[config.mk]
export PLATFORM = sky130hd
export DESIGN_NAME = solver_job_scheduler
export DESIGN_NICKNAME = d
export VERILOG_FILES = /design/src/rtl/solver_job_scheduler.sv
export SDC_FILE = /design/constraint.sdc
export NUM_CORES = 2
export LEC_CHECK = 0
export BUFFER_PORTS_ARGS = -buffer_cell sky130_fd_sc_hd__buf_2
export CORE_AREA = 3 3 524 526
export CTS_BUF_LIST = sky130_fd_sc_hd__clkbuf_4
export CTS_CLUSTER_DIAMETER = 80
export DETAILED_ROUTE_END_ITERATION = 12
export DIE_AREA = 0 0 527 529
export PLACE_DENSITY = 0.5
export SYNTH_ARGS = -nofsm -noshare
export SYNTH_HDL_FRONTEND = slang
export SYNTH_SLANG_ARGS = --single-unit
[constraint.sdc]
create_clock -name clk -period 5.9 [get_ports clk]
set_input_delay 0.885 -clock clk [delete_from_list [all_inputs] [get_ports clk]]
set_output_delay 0.885 -clock clk [all_outputs]
set_load 0.02 [all_outputs]
[src/rtl/solver_job_scheduler.sv]
// Job sequencer for one block_solver core: two-deep job queue, a
// load/run/report cycle per job, and flush-driven abort of in-flight work.
module solver_job_scheduler #(
    parameter int unsigned ID_W = 8
) (
    input  logic            clk,
    input  logic            rst,
    input  logic            job_valid,
    output logic            job_ready,
    input  logic            job_flush,
    input  logic [255:0]    job_midstate,
    input  logic [95:0]     job_leftovers,
    input  logic [255:0]    job_target,
    output logic            solver_rst_n,
    output logic [255:0]    solver_midstate,
    output logic [95:0]     solver_leftovers,
    output logic [255:0]    solver_target,
    input  logic [2:0]      solver_state,
    input  logic [31:0]     solver_nonce,
    output logic            res_valid,
    input  logic            res_ready,
    output logic            res_found,
    output logic [31:0]     res_nonce,
    output logic [ID_W-1:0] res_job_id,
    output logic [31:0]     res_cycles,
    output logic            busy
);

    localparam int unsigned CNT_W = 2;

    typedef enum logic [1:0] {
        S_IDLE,
        S_LOAD,
        S_RUN,
        S_REPORT
    } state_t;

    typedef struct packed {
        logic [255:0]    midstate;
        logic [95:0]     leftovers;
        logic [255:0]    target;
        logic [ID_W-1:0] id;
    } job_t;

    state_t           state, state_n;
    logic [CNT_W-1:0] count, count_n;
    job_t             q0, q1, q0_n, q1_n;
    job_t             new_job, pop_job;
    logic [ID_W-1:0]  next_id;
    logic [ID_W-1:0]  active_id;
    logic [31:0]      cyc;
    logic             accept, flush_acc, handshake, pop, done;

    // Ready depends only on queue occupancy; a flush always makes room.
    always_comb begin
        job_ready = (count != CNT_W'(2)) | job_flush;
        accept    = job_valid & job_ready;
        flush_acc = accept & job_flush;
        handshake = res_valid & res_ready;
        done      = (solver_state == 3'd4) | (solver_state == 3'd5);
        new_job   = '{midstate: job_midstate, leftovers: job_leftovers,
                      target: job_target, id: next_id};
    end

    // Next-state logic; pop marks a head dequeue into the solver registers.
    always_comb begin
        state_n = state;
        pop     = 1'b0;
        unique case (state)
            S_IDLE: begin
                if (!flush_acc && count != '0) begin
                    pop     = 1'b1;
                    state_n = S_LOAD;
                end
            end
            S_LOAD: begin
                state_n = flush_acc ? S_IDLE : S_RUN;
            end
            S_RUN: begin
                if (flush_acc)
                    state_n = S_IDLE;
                else if (done)
                    state_n = S_REPORT;
            end
            S_REPORT: begin
                if (handshake) begin
                    if (flush_acc || count != '0) begin
                        pop     = 1'b1;
                        state_n = S_LOAD;
                    end else begin
                        state_n = S_IDLE;
                    end
                end
            end
            default: state_n = S_IDLE;
        endcase
    end

    // Queue update; a flush collapses the queue to the new job (or hands it straight to the solver).
    always_comb begin
        q0_n    = q0;
        q1_n    = q1;
        count_n = count;
        pop_job = flush_acc ? new_job : q0;
        if (flush_acc) begin
            if (pop) begin
                count_n = '0;
            end else begin
                q0_n    = new_job;
                count_n = CNT_W'(1);
            end
        end else begin
            unique case ({accept, pop})
                2'b11: begin
                    if (count == CNT_W'(1)) begin
                        q0_n = new_job;
                    end else begin
                        q0_n = q1;
                        q1_n = new_job;
                    end
                end
                2'b10: begin
                    if (count == '0)
                        q0_n = new_job;
                    else
                        q1_n = new_job;
                    count_n = count + CNT_W'(1);
                end
                2'b01: begin
                    q0_n    = q1;
                    count_n = count - CNT_W'(1);
                end
                default: ;
            endcase
        end
    end

    // FSM, queue and ID counter state.
    always_ff @(posedge clk) begin
        if (rst) begin
            state   <= S_IDLE;
            count   <= '0;
            q0      <= '0;
            q1      <= '0;
            next_id <= '0;
        end else begin
            state <= state_n;
            count <= count_n;
            q0    <= q0_n;
            q1    <= q1_n;
            if (accept)
                next_id <= next_id + ID_W'(1);
        end
    end

    // Solver-facing registers and the saturating RUN cycle counter.
    always_ff @(posedge clk) begin
        if (rst) begin
            solver_midstate  <= '0;
            solver_leftovers <= '0;
            solver_target    <= '0;
            active_id        <= '0;
            cyc              <= '0;
            solver_rst_n     <= 1'b0;
        end else begin
            solver_rst_n <= (state_n == S_RUN);
            if (pop) begin
                solver_midstate  <= pop_job.midstate;
                solver_leftovers <= pop_job.leftovers;
                solver_target    <= pop_job.target;
                active_id        <= pop_job.id;
                cyc              <= '0;
            end else if (state == S_RUN && cyc != '1) begin
                cyc <= cyc + 32'd1;
            end
        end
    end

    // Result capture on completion; held stable through REPORT.
    always_ff @(posedge clk) begin
        if (rst) begin
            res_valid  <= 1'b0;
            res_found  <= 1'b0;
            res_nonce  <= '0;
            res_job_id <= '0;
            res_cycles <= '0;
            busy       <= 1'b0;
        end else begin
            res_valid <= (state_n == S_REPORT);
            busy      <= (state_n != S_IDLE) || (count_n != '0);
            if (state == S_RUN && !flush_acc && done) begin
                res_found  <= (solver_state == 3'd4);
                res_nonce  <= (solver_state == 3'd4) ? solver_nonce : 32'hFFFF_FFFF;
                res_job_id <= active_id;
                res_cycles <= (cyc == '1) ? cyc : cyc + 32'd1;
            end
        end
    end

endmodule
# Word level (Yosys, flattened, before mapping)
# Cells that the tools add are included.
# totals
register_bits	1968
in_bits	648
out_inout_bits	685
elab_cells	93
# op_classes
n_addsub	4
eq_ne	18
muxes	25
n_bitwise	6
n_reduce_logical	17
# ops
cell	n
2-to-1 mux 616 bit	7
case mux 616 bit (3 select lines)	1
case mux 616 bit (2 select lines)	1
2-to-1 mux 32 bit	2
adder 32 x 1 -> 32 bit, second input constant	1
equality test 32 bit, second input constant	1
!= test 32 bit, second input constant	1
equality test 2 bit, second input constant	6
2-to-1 mux 2 bit	6
adder 8 x 1 -> 8 bit, second input constant	1
!= test 2 bit, second input constant	4
case mux 2 bit (4 select lines)	1
nonzero test 2 bit	4
equality test 2 x 1 -> 1 bit, second input constant	3
equality test 3 bit, second input constant	2
2-to-1 mux 1 bit	5
logical AND 1 bit	4
zero test 2 bit	2
case mux 2 bit (2 select lines)	1
AND reduction 4 bit	1
nonzero test 4 bit	1
AND 1 bit	3
!= test 3 bit, second input constant	1
AND reduction 3 bit	1
other kinds (8)	10

# Logic depth before layout (Yosys ltp)
# depth
word_depth	13
mapped_depth	17
ltp_nobuf	12

# Worst setup path after synthesis
# Ideal clock, no wire load.
# synth_timing
kind	input to register
start	input job_flush
end	register q0[367] (netlist bit)
t_arrival_ps	3942
slack_ps	1873
stages	15
path_buffers	6
path_cell_list	a21oi_1 > a2bb2oi_1 > or2_2 > inv_2 > clkbuf_1 > clkbuf_1 > ha_1 > clkbuf_1 > a21oi_1 > o21a_1 > buf_2 > buf_1 > buf_1 > a22oi_1 > a211oi_1
# synth_via
elab_chain_cells	10
# synth_rtl
item	line_no	source
start, declared	10	input logic job_flush,
bitwise OR 1 bit	56	job_ready = (count != CNT_W'(2)) | job_flush;
AND 1 bit	57	accept = job_valid & job_ready;
AND 1 bit *	58	flush_acc = accept & job_flush;
logical OR 1 bit / zero test 1 bit (equally long branches)	87, 71	
2-to-1 mux 1 bit / logical AND 1 bit (equally long branches)	87, 71	
2-to-1 mux 1 bit (on tied branches)	86, 71	
case mux 1 bit (2 select lines) *	69	unique case (state)
net pop	52	logic accept, flush_acc, handshake, pop, done;
equality test 2 bit / equality test 2 x 1 -> 1 bit (equally long branches)	113	unique case ({accept, pop})
!= test 3 bit (no source line), or another cell as far along	n/a	
AND reduction 3 bit (no source line) / 2-to-1 mux 616 bit (equally long branches)	n/a	
end signal, assigned	149	q0 <= q0_n;
end, declared	47	job_t q0, q1, q0_n, q1_n;
# The timed path passes the listed nets; every way through them passes the cells marked *.
# A chain may end at the register's enable or synchronous reset.

# Worst setup path in the final report
# layout_timing
start	register count[0]
end	register q0[53] (netlist bit)
# layout_via
elab_chain_cells	11
# layout_rtl
item	line_no	source
start, declared	46	logic [CNT_W-1:0] count, count_n;
start signal, assigned	148	count <= count_n;
!= test 2 bit	56	
bitwise OR 1 bit	56	
AND 1 bit	57	
AND 1 bit	58	
logical OR 1 bit / zero test 1 bit (equally long branches)	87, 71	
2-to-1 mux 1 bit / logical AND 1 bit (equally long branches)	87, 71	
2-to-1 mux 1 bit (on tied branches)	86, 71	
case mux 1 bit (2 select lines)	69	
equality test 2 bit / equality test 2 x 1 -> 1 bit (equally long branches)	113	
!= test 3 bit (no source line), or another cell as far along	n/a	
AND reduction 3 bit (no source line) / 2-to-1 mux 616 bit (equally long branches)	n/a	
# Parallel ways exist; a longest one is shown, timed or not.

==> flow_summary.html <==
<table>
<tr><th>Metric</th><th>Value</th></tr>
<tr><th colspan="2">STA</th></tr>
<tr><td>Transition time at the pin with the least slew margin</td><td>1.42 ns</td></tr>
<tr><td>Max-slew violation count</td><td>0</td></tr>
<tr><td>Total negative slack</td><td>0 ns</td></tr>
<tr><td>Final setup fails</td><td>0</td></tr>
<tr><td>Post-route minimum period</td><td>4.38 ns</td></tr>
<tr><td>Final-report hold violation count</td><td>0</td></tr>
<tr><td>Achievable Freq</td><td>0.228 GHz</td></tr>
<tr><td>Hold_ws</td><td>0.243 ns</td></tr>
<tr><td>RSZ-0062 raised after global routing</td><td>false</td></tr>
<tr><td>Part of the cycle the worst path needs</td><td>74.2%</td></tr>
<tr><td>Slew headroom</td><td>5.43%</td></tr>
<tr><td>Worst-case clock skew</td><td>0.178 ns</td></tr>
<tr><td>Setup ws final</td><td>1.52 ns</td></tr>
<tr><th colspan="2">Setup path</th></tr>
<tr><td>Reg-to-Reg End</td><td>q0[53]$_SDFFE_PP0P_</td></tr>
<tr><td>Type of origin of the critical path</td><td>flip-flop</td></tr>
<tr><td>Nature of the critical path endpoint</td><td>flip-flop</td></tr>
<tr><td>Setup crit start</td><td>count[0]$_SDFF_PP0_</td></tr>
<tr><td>R2r startpoint</td><td>count[0]$_SDFF_PP0_</td></tr>
<tr><td>R2R depth</td><td>13</td></tr>
<tr><td>Critical path data required time</td><td>7.17 ns</td></tr>
<tr><td>Maximum fanout along the worst path</td><td>64</td></tr>
<tr><td>Capturing instance or port of the critical path</td><td>q0[53]$_SDFFE_PP0P_</td></tr>
<tr><td>R2R setup slack</td><td>1.52 ns</td></tr>
<tr><td>Critical Setup Path Class</td><td>reg2reg</td></tr>
<tr><td>WP data arrival</td><td>5.64 ns</td></tr>
<tr><th colspan="2">Clock network</th></tr>
<tr><td># Post-CTS Setup Buffers</td><td>0</td></tr>
<tr><td>TritonCTS Buffers</td><td>572</td></tr>
<tr><td>Clock tree root driver cell</td><td>sky130_fd_sc_hd__clkbuf_4</td></tr>
<tr><td>Worst skew pair latency</td><td>1.47 ns</td></tr>
<tr><td>Clock transition time at the flip-flop clock pins of the worst setup and hold paths</td><td>0.07 ns</td></tr>
<tr><td>Number of sinks handled by clock tree synthesis</td><td>1968</td></tr>
<tr><td>Maximum number of buffers from clock root to sink</td><td>4</td></tr>
<tr><td>Number of H-tree levels</td><td>6</td></tr>
<tr><td>TritonCTS clock tree</td><td>built</td></tr>
<tr><td># resized after CTS</td><td>0</td></tr>
<tr><th colspan="2">Yosys</th></tr>
<tr><td>Number of flops mapped to enable cells by yosys</td><td>0</td></tr>
<tr><td>Async SR Flop Fraction</td><td>0%</td></tr>
<tr><td>Number of instances in the synthesized netlist</td><td>9652</td></tr>
<tr><td>Post-synthesis register bit count</td><td>1968</td></tr>
<tr><td>Ys Warns</td><td>0</td></tr>
<tr><td>XOR/XNOR Fraction of Synth Area</td><td>0.401%</td></tr>
<tr><td>Simple-gate share of the synthesized area</td><td>16.7%</td></tr>
<tr><td>Post-synth design cell area</td><td>78600 sq um</td></tr>
<tr><td>Avg Inst Size Synth</td><td>8.14 sq um</td></tr>
<tr><td>Prevailing post-synth register cell</td><td>sky130_fd_sc_hd__dfxtp_1</td></tr>
<tr><td>Fraction of the yosys area taken by sequential cells</td><td>50.1%</td></tr>
<tr><td>Synth Area in Compound Gates</td><td>27.5%</td></tr>
<tr><td>Combinational family with the most area after synthesis</td><td>compound AO/OA/AOI/OAI gates</td></tr>
<tr><td>Share of synthesized area spent on multiplexers</td><td>0.0398%</td></tr>
<tr><td>Area share of fa/ha/maj cells after synthesis</td><td>0.223%</td></tr>
<tr><td>Distinct cells, synth</td><td>53</td></tr>
<tr><td>Net count after synthesis</td><td>10.3k</td></tr>
<tr><th colspan="2">Placed design</th></tr>
<tr><td>Port-buffer cells</td><td>1332</td></tr>
<tr><td>Number of placed instances with taps included</td><td>13.7k</td></tr>
<tr><td>Global placement routability congestion</td><td>0.870</td></tr>
<tr><td>Pre-CTS setup slack</td><td>1.21 ns</td></tr>
<tr><td>Detailed placement HPWL</td><td>216000 um</td></tr>
<tr><th colspan="2">Floorplanning</th></tr>
<tr><td>Vertical extent of the die</td><td>529 um</td></tr>
<tr><td>Die area</td><td>279000 sq um</td></tr>
<tr><td>Standard-cell row count</td><td>191</td></tr>
<tr><td>Starting utilization of the core area</td><td>29.0%</td></tr>
<tr><td>Count of boundary I/O pins</td><td>1333</td></tr>
<tr><td>Horiz. Die Dim</td><td>527 um</td></tr>
<tr><td>Std-Cell Core Area</td><td>271000 sq um</td></tr>
<tr><th colspan="2">Routing</th></tr>
<tr><td>Detailed-route via count</td><td>82.0k</td></tr>
<tr><td>1st-pass router iterations</td><td>6</td></tr>
<tr><td>Number of nets still failing antenna checks after routing</td><td>0</td></tr>
<tr><td>Number of DRC markers after the initial detailed-route iteration</td><td>7056</td></tr>
<tr><td>Final wirelength</td><td>347000 um</td></tr>
<tr><td>Vias per cell</td><td>5.31</td></tr>
<tr><td>Final routed DRC violation total</td><td>0</td></tr>
<tr><td>Wire length per cell after detailed routing</td><td>22.4 um</td></tr>
<tr><th colspan="2">Final layout</th></tr>
<tr><td>Area overhead of the layout relative to synthesis</td><td>30.3%</td></tr>
<tr><td>Final #Nets</td><td>12.1k</td></tr>
<tr><td>Post-Layout Cell Count</td><td>15.4k</td></tr>
<tr><td>Proportion of layout cells with a drive suffix above 1</td><td>20.4%</td></tr>
<tr><th colspan="2">Power and ir drop</th></tr>
<tr><td>Power density of the placed cells</td><td>426 nW/um^2</td></tr>
<tr><td>IR Drop Worst-Case VDD</td><td>0.260 mV</td></tr>
<tr><td>Total chip power</td><td>43.6 mW</td></tr>
<tr><td>Leakage power figure</td><td>38.4 nW</td></tr>
<tr><th colspan="2">Global route</th></tr>
<tr><td>Maximum number of pins on one net before global-route repair</td><td>220</td></tr>
<tr><td>Via count of the first global-routing pass</td><td>77.7k</td></tr>
<tr><td>Antenna violations before repair</td><td>90</td></tr>
<tr><td>Total overflow reported by the global router</td><td>0</td></tr>
<tr><td>Wire length of the first global-routing pass</td><td>512000 um</td></tr>
<tr><td>Global router's overall resource usage</td><td>23.3%</td></tr>
<tr><th colspan="2">Outcome</th></tr>
<tr><td>Result of the run</td><td>finished, final reports clean</td></tr>
<tr><th colspan="2">Hold path</th></tr>
<tr><td>Class of the worst hold path</td><td>in2reg</td></tr>
<tr><th colspan="2">Flow run</th></tr>
<tr><td># Max-Cap Violations</td><td>0</td></tr>
</table>
-- Yosys cell counts, types with 2 or more instances --
master                     number  share of area, %
sky130_fd_sc_hd__a31oi_1        7             0.056
sky130_fd_sc_hd__inv_2          2            0.0096
sky130_fd_sc_hd__a211oi_1     627               6.0
sky130_fd_sc_hd__o21ai_0       48              0.31
sky130_fd_sc_hd__xnor2_1       16              0.18
sky130_fd_sc_hd__nor4_1         8             0.064
sky130_fd_sc_hd__nand4_1       24              0.19
sky130_fd_sc_hd__o211ai_1       2             0.019
sky130_fd_sc_hd__a21oi_1     1287               8.2
sky130_fd_sc_hd__nand2b_1       2             0.016
sky130_fd_sc_hd__o21ai_1        3             0.019
sky130_fd_sc_hd__nand2_1     2511                12
sky130_fd_sc_hd__nor2_1       686               3.3
sky130_fd_sc_hd__nor3_1        82              0.52
sky130_fd_sc_hd__a221oi_1       2             0.022
sky130_fd_sc_hd__or4_1         11              0.11
sky130_fd_sc_hd__a22oi_1      616               5.9
sky130_fd_sc_hd__buf_2         28              0.18
sky130_fd_sc_hd__inv_1         13             0.062
sky130_fd_sc_hd__mux2i_1        2             0.025
sky130_fd_sc_hd__o31ai_1        2             0.019
sky130_fd_sc_hd__and4_1         7             0.078
sky130_fd_sc_hd__nand3_1       13             0.083
sky130_fd_sc_hd__dfxtp_1     1968                50
sky130_fd_sc_hd__clkbuf_1     940               4.5
sky130_fd_sc_hd__o21a_1         2             0.019
sky130_fd_sc_hd__a311oi_1     616               6.9
sky130_fd_sc_hd__or2_2          4             0.032
sky130_fd_sc_hd__or3_1         21              0.17
sky130_fd_sc_hd__ha_1          14              0.22
sky130_fd_sc_hd__buf_1         38              0.18
sky130_fd_sc_hd__and2_1         5             0.040
sky130_fd_sc_hd__buf_6          3             0.043
sky130_fd_sc_hd__and3_1         4             0.032
sky130_fd_sc_hd__xor2_1        20              0.22
-- cell families (layout without fill, tap and decap cells) --
| family | Yosys count | in the layout |
|---|---|---|
| fa+ha+maj | 14 | 14 |
| simple gates | 3383 | 3383 |
| other cells | 0 | 79 |
| compound gates | 3222 | 3222 |
| xor+xnor | 36 | 36 |
| buf+inv | 1026 | 3171 |
| mux | 3 | 3 |
| flops | 1968 | 1968 |
-- flip-flops by register name, summed over array words and instances (netlist names), 32 cells and up --
name	count
solver_target	256
q0	616
solver_leftovers	96
q1	616
res_nonce	32
res_cycles	32
solver_midstate	256
cyc	32
-- layout make-up --
| class | instances | area [sq um] |
|---|---|---|
| diodes | 79 | 198 |
| multi-input cells | 6658 | 35300 |
| fillers | 27881 | 168000 |
| clock buffers | 837 | 6280 |
| inverters | 15 | 63.8 |
| well taps | 3570 | 4470 |
| flip-flops and latches | 1968 | 39400 |
| clock inverters | 126 | 998 |
| repair buffers | 2193 | 15600 |
-- layer usage --
metal / vias to the layer above / routed length (um) / share of wire, % / GRT usage (%)
met5: - / 226 / 0.065 / 0
met4: 36 / 13400 / 3.9 / 9.51
met3: 665 / 31400 / 9.1 / 7.60
met2: 3318 / 156000 / 45 / 36.6
met1: 39735 / 145000 / 42 / 29.4
li1: 38293 / - / - / -
-- layout by cell type (no fill, tap or decap), types with 11 or more instances in the layout --
master | netlist | final
sky130_fd_sc_hd__a211oi_1 | 627 | 627
sky130_fd_sc_hd__a21oi_1 | 1287 | 1287
sky130_fd_sc_hd__a22oi_1 | 616 | 616
sky130_fd_sc_hd__a311oi_1 | 616 | 616
sky130_fd_sc_hd__buf_12 | 0 | 57
sky130_fd_sc_hd__buf_2 | 28 | 1331
sky130_fd_sc_hd__buf_4 | 1 | 92
sky130_fd_sc_hd__bufinv_16 | 0 | 11
sky130_fd_sc_hd__clkbuf_4 | 0 | 837
sky130_fd_sc_hd__clkinv_1 | 0 | 64
sky130_fd_sc_hd__clkinv_4 | 0 | 15
sky130_fd_sc_hd__dfxtp_1 | 1968 | 1968
sky130_fd_sc_hd__diode_2 | 0 | 79
sky130_fd_sc_hd__dlygate4sd3_1 | 0 | 713
sky130_fd_sc_hd__ha_1 | 14 | 14
sky130_fd_sc_hd__inv_1 | 13 | 13
sky130_fd_sc_hd__inv_6 | 0 | 17
sky130_fd_sc_hd__nand2_1 | 2511 | 2509
sky130_fd_sc_hd__nand3_1 | 13 | 13
sky130_fd_sc_hd__nand4_1 | 24 | 24
sky130_fd_sc_hd__nor2_1 | 686 | 685
sky130_fd_sc_hd__nor3_1 | 82 | 82
sky130_fd_sc_hd__o21ai_0 | 48 | 47
sky130_fd_sc_hd__or3_1 | 21 | 21
sky130_fd_sc_hd__or4_1 | 11 | 11
sky130_fd_sc_hd__xnor2_1 | 16 | 16
sky130_fd_sc_hd__xor2_1 | 20 | 20
-- worst max-delay path: stages, from the launching register on --
cell                        delay (ns)
sky130_fd_sc_hd__dfxtp_1          0.34
sky130_fd_sc_hd__inv_1            0.12
sky130_fd_sc_hd__ha_1             0.18
sky130_fd_sc_hd__a21boi_0         0.25
sky130_fd_sc_hd__a2bb2oi_1        0.47
sky130_fd_sc_hd__or2_2            0.27
sky130_fd_sc_hd__inv_8            0.15
sky130_fd_sc_hd__ha_1             0.44
sky130_fd_sc_hd__a21oi_1          0.35
sky130_fd_sc_hd__o21a_4           0.39
sky130_fd_sc_hd__buf_12           0.27
sky130_fd_sc_hd__buf_4            0.47
sky130_fd_sc_hd__a22oi_1          0.13
sky130_fd_sc_hd__a211oi_1         0.30
-- metrics by stage --
| step | utilization, % | area (sq um) |
|---|---|---|
| 5_1_grt | 37.8 | 102000 |
| 3_3_place_gp | 32.4 | 87800 |
| 6_report | 37.8 | 102000 |
| 3_5_place_dp | 32.4 | 87800 |
| 4_1_cts | 37.8 | 102000 |
| 2_1_floorplan | - | 78600 |
-- worst min-delay path by stage --
stage / from / to / slack [ns] / cells past startpoint
floorplan: active_id[0]$_SDFFE_PP0P_ / res_job_id[0]$_SDFFE_PP0P_ / 0.43 / 2
global route: job_target[238] / solver_target[238]$_SDFFE_PP0P_ / 0.09 / 4
finish: job_midstate[57] / q1[417]$_SDFFE_PP0P_ / 0.24 / 4
CTS: job_midstate[252] / solver_midstate[252]$_SDFFE_PP0P_ / 0.00005 / 4
detailed placement: q1[210]$_SDFFE_PP0P_ / q1[210]$_SDFFE_PP0P_ / 0.45 / 2
global placement: q1[224]$_SDFFE_PP0P_ / q1[224]$_SDFFE_PP0P_ / 0.44 / 2
-- what timing repair did --
item	4_1_cts	5_1_grt
setup endpoints to repair	0	0
hold endpoints to repair	1885	0
hold buffers	713	0
-- where the power goes --
part	internal (mW)	switching [mW]	leakage (nW)
clock	7.00	6.24	4.29
combinational	4.24	8.94	18.0
sequential	15.7	1.53	16.1
(Power assumes the default switching activity.)
